[config.mk]
export PLATFORM = sky130hd
export DESIGN_NAME = dsp_chain_result_collector
export DESIGN_NICKNAME = d
export VERILOG_FILES = /design/src/rtl/dsp_chain_result_collector.sv
export SDC_FILE = /design/constraint.sdc
export NUM_CORES = 1
export LEC_CHECK = 0
export ABC_AREA = 1
export BUFFER_PORTS_ARGS = -buffer_cell sky130_fd_sc_hd__buf_2
export CAP_MARGIN = 15
export CORE_MARGIN = 1
export CORE_UTILIZATION = 40
export CTS_CLUSTER_DIAMETER = 30
export CTS_CLUSTER_SIZE = 28
export DETAILED_ROUTE_END_ITERATION = 16
export PLACE_DENSITY_LB_ADDON = 0.3
export SLEW_MARGIN = 25
export SYNTH_ARGS = -nofsm -noshare
export SYNTH_HDL_FRONTEND = slang
export SYNTH_SLANG_ARGS = --single-unit
[constraint.sdc]
create_clock -name clk -period 3.7 [get_ports clk]
set_clock_uncertainty 0.15 [all_clocks]
set_input_delay 0.74 -clock clk [delete_from_list [all_inputs] [get_ports clk]]
set_output_delay 0.74 -clock clk [all_outputs]
set_load 0.05 [all_outputs]
[src/rtl/dsp_chain_result_collector.sv]
// Capture stage for a cascaded fp16 sum-of-products chain: latency-matched valid/tag tracking,
// show-ahead result FIFO and credit-gated issue. Optional NaN/Inf monitor: COLLECTOR_NAN_CHECK_EN.
module dsp_chain_result_collector #(
  parameter int CHAIN_LAT  = 4,
  parameter int FIFO_DEPTH = 8,
  parameter int TAG_W      = 4
) (
  input  logic                          clk,
  input  logic                          reset,
  input  logic                          issue_valid,
  input  logic [TAG_W-1:0]              issue_tag,
  output logic                          issue_ready,
  input  logic [31:0]                   chain_result,
  output logic                          out_valid,
  output logic [31:0]                   out_data,
  output logic [TAG_W-1:0]              out_tag,
  input  logic                          out_ready,
  output logic [$clog2(FIFO_DEPTH):0]   occupancy,
  output logic                          drop_err
`ifdef COLLECTOR_NAN_CHECK_EN
  ,
  output logic                          nan_flag,
  output logic [7:0]                    nan_count
`endif
);

  localparam int AW = $clog2(FIFO_DEPTH);
  localparam int OW = AW + 1;
  localparam int IW = $clog2(CHAIN_LAT + 1);
  localparam int SW = OW + IW;

  logic             w_accept;
  logic             w_capValid;
  logic [TAG_W-1:0] w_capTag;
  logic [IW-1:0]    w_inflight;
  logic [SW-1:0]    w_used;
  logic             w_push;
  logic             w_pop;

  logic [AW-1:0]    r_wrPtr;
  logic [AW-1:0]    r_rdPtr;
  logic [OW-1:0]    r_occupancy;
  logic             r_dropErr;
  logic [31:0]      r_dataMem [FIFO_DEPTH];
  logic [TAG_W-1:0] r_tagMem  [FIFO_DEPTH];

  // In-flight credit excludes this cycle's issue and this cycle's pop, so a push never sees a full FIFO.
  assign w_used      = SW'(r_occupancy) + SW'(w_inflight);
  assign issue_ready = w_used < SW'(FIFO_DEPTH);
  assign w_accept    = issue_valid & issue_ready;

  // Stage 0 is the issue itself; only the later stages are registered, so capture lands at t+CHAIN_LAT-1.
  generate
    if (CHAIN_LAT > 1) begin : g_pipe
      logic [CHAIN_LAT-2:0] r_valid;
      logic [TAG_W-1:0]     r_tag [CHAIN_LAT-1];

      always_ff @(posedge clk or negedge reset) begin
        if (!reset) begin
          r_valid <= '0;
          for (int i = 0; i < CHAIN_LAT - 1; i++) r_tag[i] <= '0;
        end else begin
          r_valid[0] <= w_accept;
          r_tag[0]   <= issue_tag;
          for (int i = 1; i < CHAIN_LAT - 1; i++) begin
            r_valid[i] <= r_valid[i-1];
            r_tag[i]   <= r_tag[i-1];
          end
        end
      end

      always_comb begin
        w_inflight = '0;
        for (int i = 0; i < CHAIN_LAT - 1; i++) w_inflight = w_inflight + IW'(r_valid[i]);
      end

      assign w_capValid = r_valid[CHAIN_LAT-2];
      assign w_capTag   = r_tag[CHAIN_LAT-2];
    end else begin : g_noPipe
      assign w_capValid = w_accept;
      assign w_capTag   = issue_tag;
      assign w_inflight = '0;
    end
  endgenerate

  assign w_push    = w_capValid;
  assign out_valid = r_occupancy != '0;
  assign w_pop     = out_valid & out_ready;

  always_ff @(posedge clk) begin
    if (w_push) begin
      r_dataMem[r_wrPtr] <= chain_result;
      r_tagMem[r_wrPtr]  <= w_capTag;
    end
  end

  always_ff @(posedge clk or negedge reset) begin
    if (!reset) begin
      r_wrPtr     <= '0;
      r_rdPtr     <= '0;
      r_occupancy <= '0;
      r_dropErr   <= 1'b0;
    end else begin
      if (w_push) r_wrPtr <= r_wrPtr + AW'(1);
      if (w_pop)  r_rdPtr <= r_rdPtr + AW'(1);
      unique case ({w_push, w_pop})
        2'b10:   r_occupancy <= r_occupancy + OW'(1);
        2'b01:   r_occupancy <= r_occupancy - OW'(1);
        default: r_occupancy <= r_occupancy;
      endcase
      if (issue_valid && !issue_ready) r_dropErr <= 1'b1;
    end
  end

  // Head is masked while empty so stale memory never shows after reset.
  assign out_data  = out_valid ? r_dataMem[r_rdPtr] : 32'h0;
  assign out_tag   = out_valid ? r_tagMem[r_rdPtr] : '0;
  assign occupancy = r_occupancy;
  assign drop_err  = r_dropErr;

`ifdef COLLECTOR_NAN_CHECK_EN
  logic       r_nanFlag;
  logic [7:0] r_nanCount;

  always_ff @(posedge clk or negedge reset) begin
    if (!reset) begin
      r_nanFlag  <= 1'b0;
      r_nanCount <= 8'd0;
    end else if (w_push && (chain_result[30:23] == 8'hFF)) begin
      r_nanFlag <= 1'b1;
      if (r_nanCount != 8'hFF) r_nanCount <= r_nanCount + 8'd1;
    end
  end

  assign nan_flag  = r_nanFlag;
  assign nan_count = r_nanCount;
`endif

endmodule
# Word level (Yosys, flattened, before mapping)
# Memories as Yosys holds them, arrays and structs flattened.
# Cells that the tools add are included.
[totals] register_bits=26 ramBits=288 in_bits=40 output_inout_bits=43 mem_count=2
[memory_table] name="r_dataMem" words=8 word_bits=32 rd=1 rd_ports_with_merged_regs=0 write_ports=1 line="44" source="logic [31:0] r_dataMem [FIFO_DEPTH];"
[memory_table] name="r_tagMem" words=8 word_bits=4 rd=1 rd_ports_with_merged_regs=0 write_ports=1 line="45" source="logic [TAG_W-1:0] r_tagMem [FIFO_DEPTH];"
[op_classes] n_addsub=7 order_cmp=1 eq_ne=2 n_mux=5 bitwise_logic=2 reduce_logical=4
[op_table] cell="32-bit two-way mux" count=1
[op_table] cell="4-bit case mux with 2 select lines" count=1
[op_table] cell="3-bit by 1-bit adder with 3-bit output, second input constant" count=2
[op_table] cell="4-bit by 3-bit adder with 5-bit output" count=1
[op_table] cell="5-bit by 4-bit less-than comparator with 1-bit output, second input constant" count=1
[op_table] cell="4-bit by 1-bit adder with 4-bit output, second input constant" count=1
[op_table] cell="4-bit two-way mux" count=1
[op_table] cell="4-bit nonzero test" count=1
[op_table] cell="4-bit by 1-bit subtractor with 4-bit output, second input constant" count=1
[op_table] cell="2-bit by 1-bit adder with 3-bit output" count=1
[op_table] cell="1-bit by 1-bit adder with 2-bit output" count=1
[op_table] cell="1-bit AND" count=2
[op_table] cell="2-bit by 1-bit equality test with 1-bit output, second input constant" count=1
[op_table] cell="2-bit equality test, second input constant" count=1
[op_table] cell="1-bit two-way mux" count=2
[op_table] cell="2-bit nonzero test" count=1
[op_table] cell="1-bit logical AND" count=1
[op_table] cell="1-bit zero test" count=1

# Longest topological paths before layout
# Gate-level depths: netlist of the first run.
[logic_depth] depth_word=6 depth_mapped=13 ltp_nobuf=13

# Least setup slack after synthesis of the first run
# OpenSTA, ideal clock, no wires.
[synth_timing] kind="register to output" from="register r_occupancy[0], in the netlist occupancy[0]" to="output port issue_ready" t_arrival_ps=2263 setup_slack_ps=547 stages_incl_launch_ff=8 path_buffers=0 path_cell_list="dfrtp_1 > fa_1 > ha_1 > nand3_1 > nand2_1 > nand2_1 > inv_1 > nor2_1"
[synth_via] elab_chain_cells=2
[synth_rtl] item="from (decl)" line="42" source="logic [OW-1:0] r_occupancy;"
[synth_rtl] item="from (signal assigned)" line="107" source="2'b10: r_occupancy <= r_occupancy + OW'(1);"
[synth_rtl] item="from (signal assigned)" line="108" source="2'b01: r_occupancy <= r_occupancy - OW'(1);"
[synth_rtl] item="from (signal assigned)" line="109" source="default: r_occupancy <= r_occupancy;"
[synth_rtl] item="4-bit by 3-bit adder with 5-bit output" line="48" source="assign w_used = SW'(r_occupancy) + SW'(w_inflight);"
[synth_rtl] item="5-bit by 4-bit less-than comparator with 1-bit output" line="49" source="assign issue_ready = w_used < SW'(FIFO_DEPTH);"
[synth_rtl] item="to (decl)" line="12" source="output logic issue_ready,"
# No other way between the ends.

# Worst setup path after layout of the first run
[layout_timing] from="register r_rdPtr[0]" to="output port out_data[14]"
[layout_via] elab_chain_cells=2
[layout_rtl] item="from (decl)" line="41" source="logic [AW-1:0] r_rdPtr;"
[layout_rtl] item="from (signal assigned)" line="105" source="if (w_pop) r_rdPtr <= r_rdPtr + AW'(1);"
[layout_rtl] item="memory read 8 x 32 bit"
[layout_rtl] item="32-bit two-way mux" line="116" source="assign out_data = out_valid ? r_dataMem[r_rdPtr] : 32'h0;"
[layout_rtl] item="to (decl)" line="15" source="output logic [31:0] out_data,"
# No other way between the ends.

==> results.md, run 1 <==
* Core Area at about 30000 um2
* R2r startpoint: occupancy[0]
* Max Root-Sink Buffers at 3
* Setup Viol. Count Final at 0
* Worst setup path startpoint: r_rdPtr[0]
* Leading cell types by count after synthesis: edfxtp_1, nor2_1, o21ai_0
* R2r setup slk at 1310 ps
* Ys Warns at 0
* DR iter-0 viols at 540
* Clock Sinks at 314
* Fill cell count at between 2000 and 3000
* Nets at 1107
* CTS Buf Count at 57
* DRC violations left at 0
* Post-Synthesis Cells at 957
* Clock Latency Late Sink at 540 ps
* Vias in the first global route at 7673
* Crit Path Max Fanout at 66
* Clk pin slew, worst setup/hold paths at 40 ps
* Worst setup SP type: flop
* GRT busiest layer: met2
* Required time of the critical path at 2810 ps
* Fin crit share at 96.3%
* Largest net degree at the start of global routing at roughly 120
* GR Layer Usage met3 at around 3.8%
* Post-route ant nets at 0
* Buffers on Ports at 82
* I/O pins at 83
* Worst Tran Pin Value at roughly 830 ps
* Crit Reg-Reg Endpoint: occupancy[2]
* Worst Reg-to-Reg Cells at 13
* Avg Vias per Cell at 5.12
* Internal Power at between 9000 and 10000 uW
* Synth Net Count at 1004
* First-pass GRT wire length at 41900 um
* Hold Fails Final Rpt at 0
* Synth async-reset ratio at 8.28%
* Top cells by area, synth: edfxtp_1, nor2_1, dfrtp_1
* Routed length per instance at 18.1 um
* Synth Register Bits at approximately 310
* Seq/Total Area, Yosys at 75.2%
* CP endpoint: out_data[14]
* Share of cells above drive strength 1 at 18.8%
* Relative slew slack at about 45%
* Number of synthesized flops with an enable pin at 288
* Sw Pwr at 5930 uW
* CTS tree: yes
* DR vias at around 7700
* Crit path DAT at between 2000 and 3000 ps
* Synth area leader: edfxtp_1
* Max_cap viols at 0
* Clock Root Buffer: clkbuf_16
* Initial Utilization at roughly two fifths
* Post-Syn Area at 12400 um2
* Total GRT Usage at 17.3%
* Pleak at approximately 0.0055 uW
* Hold WC Path Type: in2async
* GR Util met1 at 23.3%
* DRT Pass-1 Iters at 4
* H-tree depth at 2
* Total Die Area at 31600 um2
* FMAX at 0.281 GHz
* Sw Share at about two fifths
* Final Max Slew Viols at 0
* ANT cells at 0
* Post-Layout Cell Count at around 1500
* Status: finished clean
* Setup CP Type: reg2out
* Met2 Resource Use GR at 27.9%
* Most frequent cell after synthesis: edfxtp_1
* Placed cells at roughly 1400
* Final wirelength at 27200 um
* Tmin final at 3560 ps
* Synth Area per Inst at 12.9 um2
* Comb power frac at about a third
* Critical Path End Type: output pin
* Post-CTS Setup Repair Bufs at 0
* Total negative slack at 0 ps
* Seq pwr share at 30.2%
* GRT overflow at 0
* Unrepaired setup endpoints after global routing: yes
* Unique cell type count in the Yosys netlist at 27
* Clock power frac at 35.3%
* Synth-to-Final Area Change at 23.5%
* Placer Congestion at 0.721
* Synth top area share at between 60% and 70%
* Total power density per cell area at 1010 nW/um2
* Worst IR Drop VDD at 558 uV
* Post-synth top flop: edfxtp_1
* Die Ht at 178 um
* Dpl hpwl at approximately 14000 um
* Row cnt at 64
* Hold-fix buffers, CTS at 0
* Chip width at 178 um
* Initial antenna violation count at 0
## critical path, stage by stage, from the launching register on
cell	delay [ps]
dfrtp_4	670
inv_8	270
buf_12	310
o21ai_0	120
o22ai_1	140
nor2_1	60
nor2_1	220
buf_2	300
## power by group through the flow
stage / combinational [uW] / sequential (uW) / clock (uW)
2_1_floorplan: 4050 / 4610 / 0
3_3_place_gp: 5230 / 4690 / 0
3_5_place_dp: 5290 / 4700 / 0
4_1_cts: 5310 / 4640 / 5500
5_1_grt: 5820 / 4690 / 5660
6_report: 5310 / 4650 / 5430
## logic make-up after synthesis
family / after synthesis / share of synthesized area [%]
and+or+nand+nor: 335 / 10.3
AOI/OAI and AO/OA: 222 / 10.1
buffers and inverters: 74 / 3.31
xor gates and xnor gates: 5 / 0.354
adders and majority gates: 7 / 0.769
DFF: 314 / 75.2
## flip-flops by register name (all words and copies together), names as in the netlist
name / count
r_tagMem: 32
r_rdPtr: 3
r_wrPtr: 3
drop_err: 1
r_dataMem: 256
g_pipe.r_valid: 3
g_pipe.r_tag: 8
w_capTag: 4
occupancy: 4
## per-layer routing
metal  vias to the layer above  share of wire (%)
met2                       215                 48
met4                         0                1.9
met3                        47                5.8
met1                      3766                 45
li1                       3665                  -
met5                         -                  0
## repair_timing
item / CTS / global route
endpoints found under the setup margin: 0 / 5
resized for setup: 0 / 2
endpoints found under the hold margin: 0 / 0
## worst min-delay path by stage
| stage | end | depth (start not counted) |
|---|---|---|
| final | g_pipe.r_tag[10] | 1 |
| after floorplan | g_pipe.r_tag[4] | 0 |
| after CTS | g_pipe.r_tag[10] | 1 |
| after global routing | r_rdPtr[1] | 1 |
| after detailed placement | w_capTag[2] | 0 |
| after global placement | w_capTag[1] | 0 |
## layout make-up
| cell class | count | area (um2) | area share [%] |
|---|---|---|---|
| Inverter | 16 | 68.8 | 0.450 |
| Tap cell | 396 | 495 | 3.24 |
| Sequential cell | 314 | 9310 | 60.9 |
| Timing Repair Buffer | 102 | 648 | 4.24 |
| Clock inverter | 38 | 546 | 3.57 |
| Multi-Input combinational cell | 569 | 2730 | 17.9 |
| Clock buffer | 68 | 1490 | 9.73 |
## layout by cell type (no fill, tap or decap), types with 2 or more instances in the layout
cell type / count
inv_6: 6
buf_4: 14
nand3_1: 5
xor2_1: 3
bufinv_16: 13
buf_2: 82
xnor2_1: 2
o211ai_1: 36
o21ai_0: 122
buf_12: 4
nor2_4: 8
o22ai_1: 36
dfrtp_1: 23
clkinvlp_4: 5
ha_1: 6
inv_1: 14
clkinv_2: 7
edfxtp_1: 288
dfrtp_4: 2
clkbuf_1: 9
nand2_1: 61
or2_2: 2
clkbuf_8: 2
o21ai_1: 26
clkbuf_16: 58
nor2_1: 256
clkinv_1: 7
## stage by stage
stage / total power [uW] / util, % / hold slack, ps / worst slack (ps) / area, um2
after floorplan: 8660 / - / 181 / 547 / 12400
after global placement: 9920 / 43.3 / 181 / 671 / 13200
after detailed placement: 9980 / 43.3 / 185 / 678 / 13200
after CTS: 15500 / 50.0 / 70.2 / 62.5 / 15200
after global routing: 16200 / 50.1 / 101 / -2.10 / 15300
final: 15400 / 50.1 / 55.4 / 136 / 15300
Power figures use the tool's default switching activity.
==> run 2: changes to the inputs <==
--- a/config.mk
+++ b/config.mk
@@ -8,12 +8,15 @@
 export ABC_AREA = 1
 export BUFFER_PORTS_ARGS = -buffer_cell sky130_fd_sc_hd__buf_2
 export CAP_MARGIN = 15
+export CELL_PAD_IN_SITES_DETAIL_PLACEMENT = 1
+export CELL_PAD_IN_SITES_GLOBAL_PLACEMENT = 1
 export CORE_MARGIN = 1
 export CORE_UTILIZATION = 40
 export CTS_CLUSTER_DIAMETER = 30
 export CTS_CLUSTER_SIZE = 28
 export DETAILED_ROUTE_END_ITERATION = 16
 export PLACE_DENSITY_LB_ADDON = 0.3
+export REMOVE_ABC_BUFFERS = 1
 export SLEW_MARGIN = 25
 export SYNTH_ARGS = -nofsm -noshare
 export SYNTH_HDL_FRONTEND = slang
==> results.md, run 2 (synthesis gave the netlist of run 1 again) <==
* Sw Share at 39.6%
* Avg Vias per Cell at 5.28
* Comb power frac at ~34%
* Synth-to-Final Area Change at 26.5%
* CTS tree: yes
* DRT Pass-1 Iters at 4
* Hold WC Path Type: in2async
* Placer Congestion at between 0.6 and 0.7
* Worst IR Drop VDD at roughly 800 uV
* Clock power frac at 37.2%
* Die Ht at 178 um
* GR Util met1 at 26.0%
* Pleak at 0.00569 uW
* Total power density per cell area at 1040 nW/um2
* Vias in the first global route at between 8000 and 9000
* DR iter-0 viols at 412
* Seq pwr share at 28.8%
* Row cnt at 64
* Leading cell types in the layout, fill and taps excluded: edfxtp_1, nor2_1, o21ai_0
* DRC violations left at 0
* Clock Latency Late Sink at 550 ps
* Unrepaired setup endpoints after global routing: no
* FMAX at 0.285 GHz
* Internal Power at between 9000 and 10000 uW
* Hold Fails Final Rpt at 0
* Worst Tran Pin Value at roughly 800 ps
* CTS Buf Count at 70
* Post-route ant nets at 0
* Chip width at 178 um
* Relative slew slack at 46.3%
* Setup Viol. Count Final at 0
* Pre-CTS WS at between 500 and 600 ps
* Total Die Area at between 30000 and 40000 um2
* Buffers on Ports at 82
* Total GRT Usage at 20.9%
* R2r setup slk at 960 ps
* Met2 Resource Use GR at between 30 and 40%
* Largest register FFs at 256
* Core Area at 30500 um2
* Clock Root Buffer: clkbuf_16
* Dpl hpwl at about 17000 um
* Fin crit share at about 95%
* Status: finished clean
* R2r startpoint: occupancy[0]
* Initial antenna violation count at 2
* Critical Path End Type: output pin
* H-tree depth at 3
* Sw Pwr at 6450 uW
* Top flop regs: r_dataMem x256, r_tagMem x32, g_pipe.r_tag x8
* Initial Utilization at 40.6%
* Crit path DAT at about 2600 ps
* Hold-fix buffers, CTS at 0
* Worst Setup Slack, final at 194 ps
* First-pass GRT wire length at 49200 um
* Final Max Slew Viols at 0
* Required time of the critical path at about 2800 ps
* DR vias at slightly above 8000
* Commonest non-fill, non-tap cell in the layout: edfxtp_1
* Clock Sinks at 314
* I/O pins at 83
* Nets at 1128
* Max_cap viols at 0
* Tmin final at around 3500 ps
* Total negative slack at 0 ps
* Post-Layout Cell Count at 1533
* GRT overflow at 0
* GRT busiest layer: met2
* Final wirelength at 32300 um
* Crit Path Max Fanout at 76
* Clk pin slew, worst setup/hold paths at roughly 40 ps
* Worst Reg-to-Reg Cells at 14
* Worst setup SP type: flop
* Max Root-Sink Buffers at 3
* Setup CP Type: reg2out
* Share of cells above drive strength 1 at 20.8%
* Fill cell count at 3054
* GR Layer Usage met3 at 4.56%
* Placed cells at 1404
* Crit Reg-Reg Endpoint: occupancy[2]
* Routed length per instance at between 20 and 25 um
* Largest net degree at the start of global routing at a little under 80
* Biggest register: r_dataMem
==> run 2: cell types whose count changed in the layout (fill, tap and decap cells not counted), moves of 3 or more <==
cell / change
buf_12: +3
bufinv_16: -5
clkbuf_16: +12
clkinv_8: +4
clkinv_2: +7
buf_4: +5
==> run 2: final cells by class <==
cell class                      instances  area, um2  area share (%)
Antenna cell                            2       5.00          0.0320
Clock buffer                           80       1800            11.5
Clock inverter                         46        515            3.29
Inverter                               16       73.8           0.472
Multi-Input combinational cell        569       2730            17.4
Sequential cell                       314       9310            59.5
Tap cell                              396        495            3.17
Timing Repair Buffer                  110        719            4.60
==> run 2: per-stage QoR <==
step / power [uW] / utilization (%) / hold slack [ps] / cell area [um2]
2_1_floorplan: 8400 / - / 181 / 12000
3_3_place_gp: 10100 / 43.6 / 182 / 13300
3_5_place_dp: 10200 / 43.6 / 186 / 13300
4_1_cts: 16400 / 51.2 / 47.2 / 15600
5_1_grt: 17000 / 51.3 / 60.9 / 15600
6_report: 16300 / 51.3 / 36.6 / 15600
==> run 2: power groups by stage <==
| stage | Sequential, uW | Combinational (uW) | Clock (uW) |
|---|---|---|---|
| after detailed placement | 4750 | 5470 | 0 |
| after global routing | 4730 | 6000 | 6300 |
| after CTS | 4700 | 5550 | 6130 |
| after floorplan | 4910 | 3490 | 0 |
| after global placement | 4730 | 5330 | 0 |
| final | 4680 | 5540 | 6050 |
==> run 2: how the worst max path moves through the flow <==
| stage | from | to | slack, ps |
|---|---|---|---|
| after floorplan | r_rdPtr[0] | out_data[10] | -1000 |
| after global placement | r_rdPtr[0] | out_tag[1] | 690 |
| after detailed placement | r_rdPtr[0] | out_tag[1] | 580 |
| after CTS | r_rdPtr[0] | out_data[7] | -40 |
| after global routing | r_rdPtr[0] | out_data[13] | 30 |
| final | r_rdPtr[0] | out_data[13] | 190 |
==> run 2: worst max-delay path, cell delays in order (launching register included) <==
cell	delay, ps
dfrtp_4	640
buf_12	350
o21ai_0	140
o22ai_1	190
nor2_1	70
nor2_1	320
buf_2	330
==> run 2: layer usage <==
layer  wire length, um  part of all wire [%]
met1             13600                    42
met2             16600                    51
met3              1490                   4.6
met4               600                   1.9
met5                 0                     0
==> run 2: timing repair <==
| action | 4_1_cts | 5_1_grt |
|---|---|---|
| pin swaps | 0 | 0 |
| buffers inserted | 0 | 1 |
| setup endpoints to repair | 2 | 14 |
| gates resized for setup | 0 | 4 |
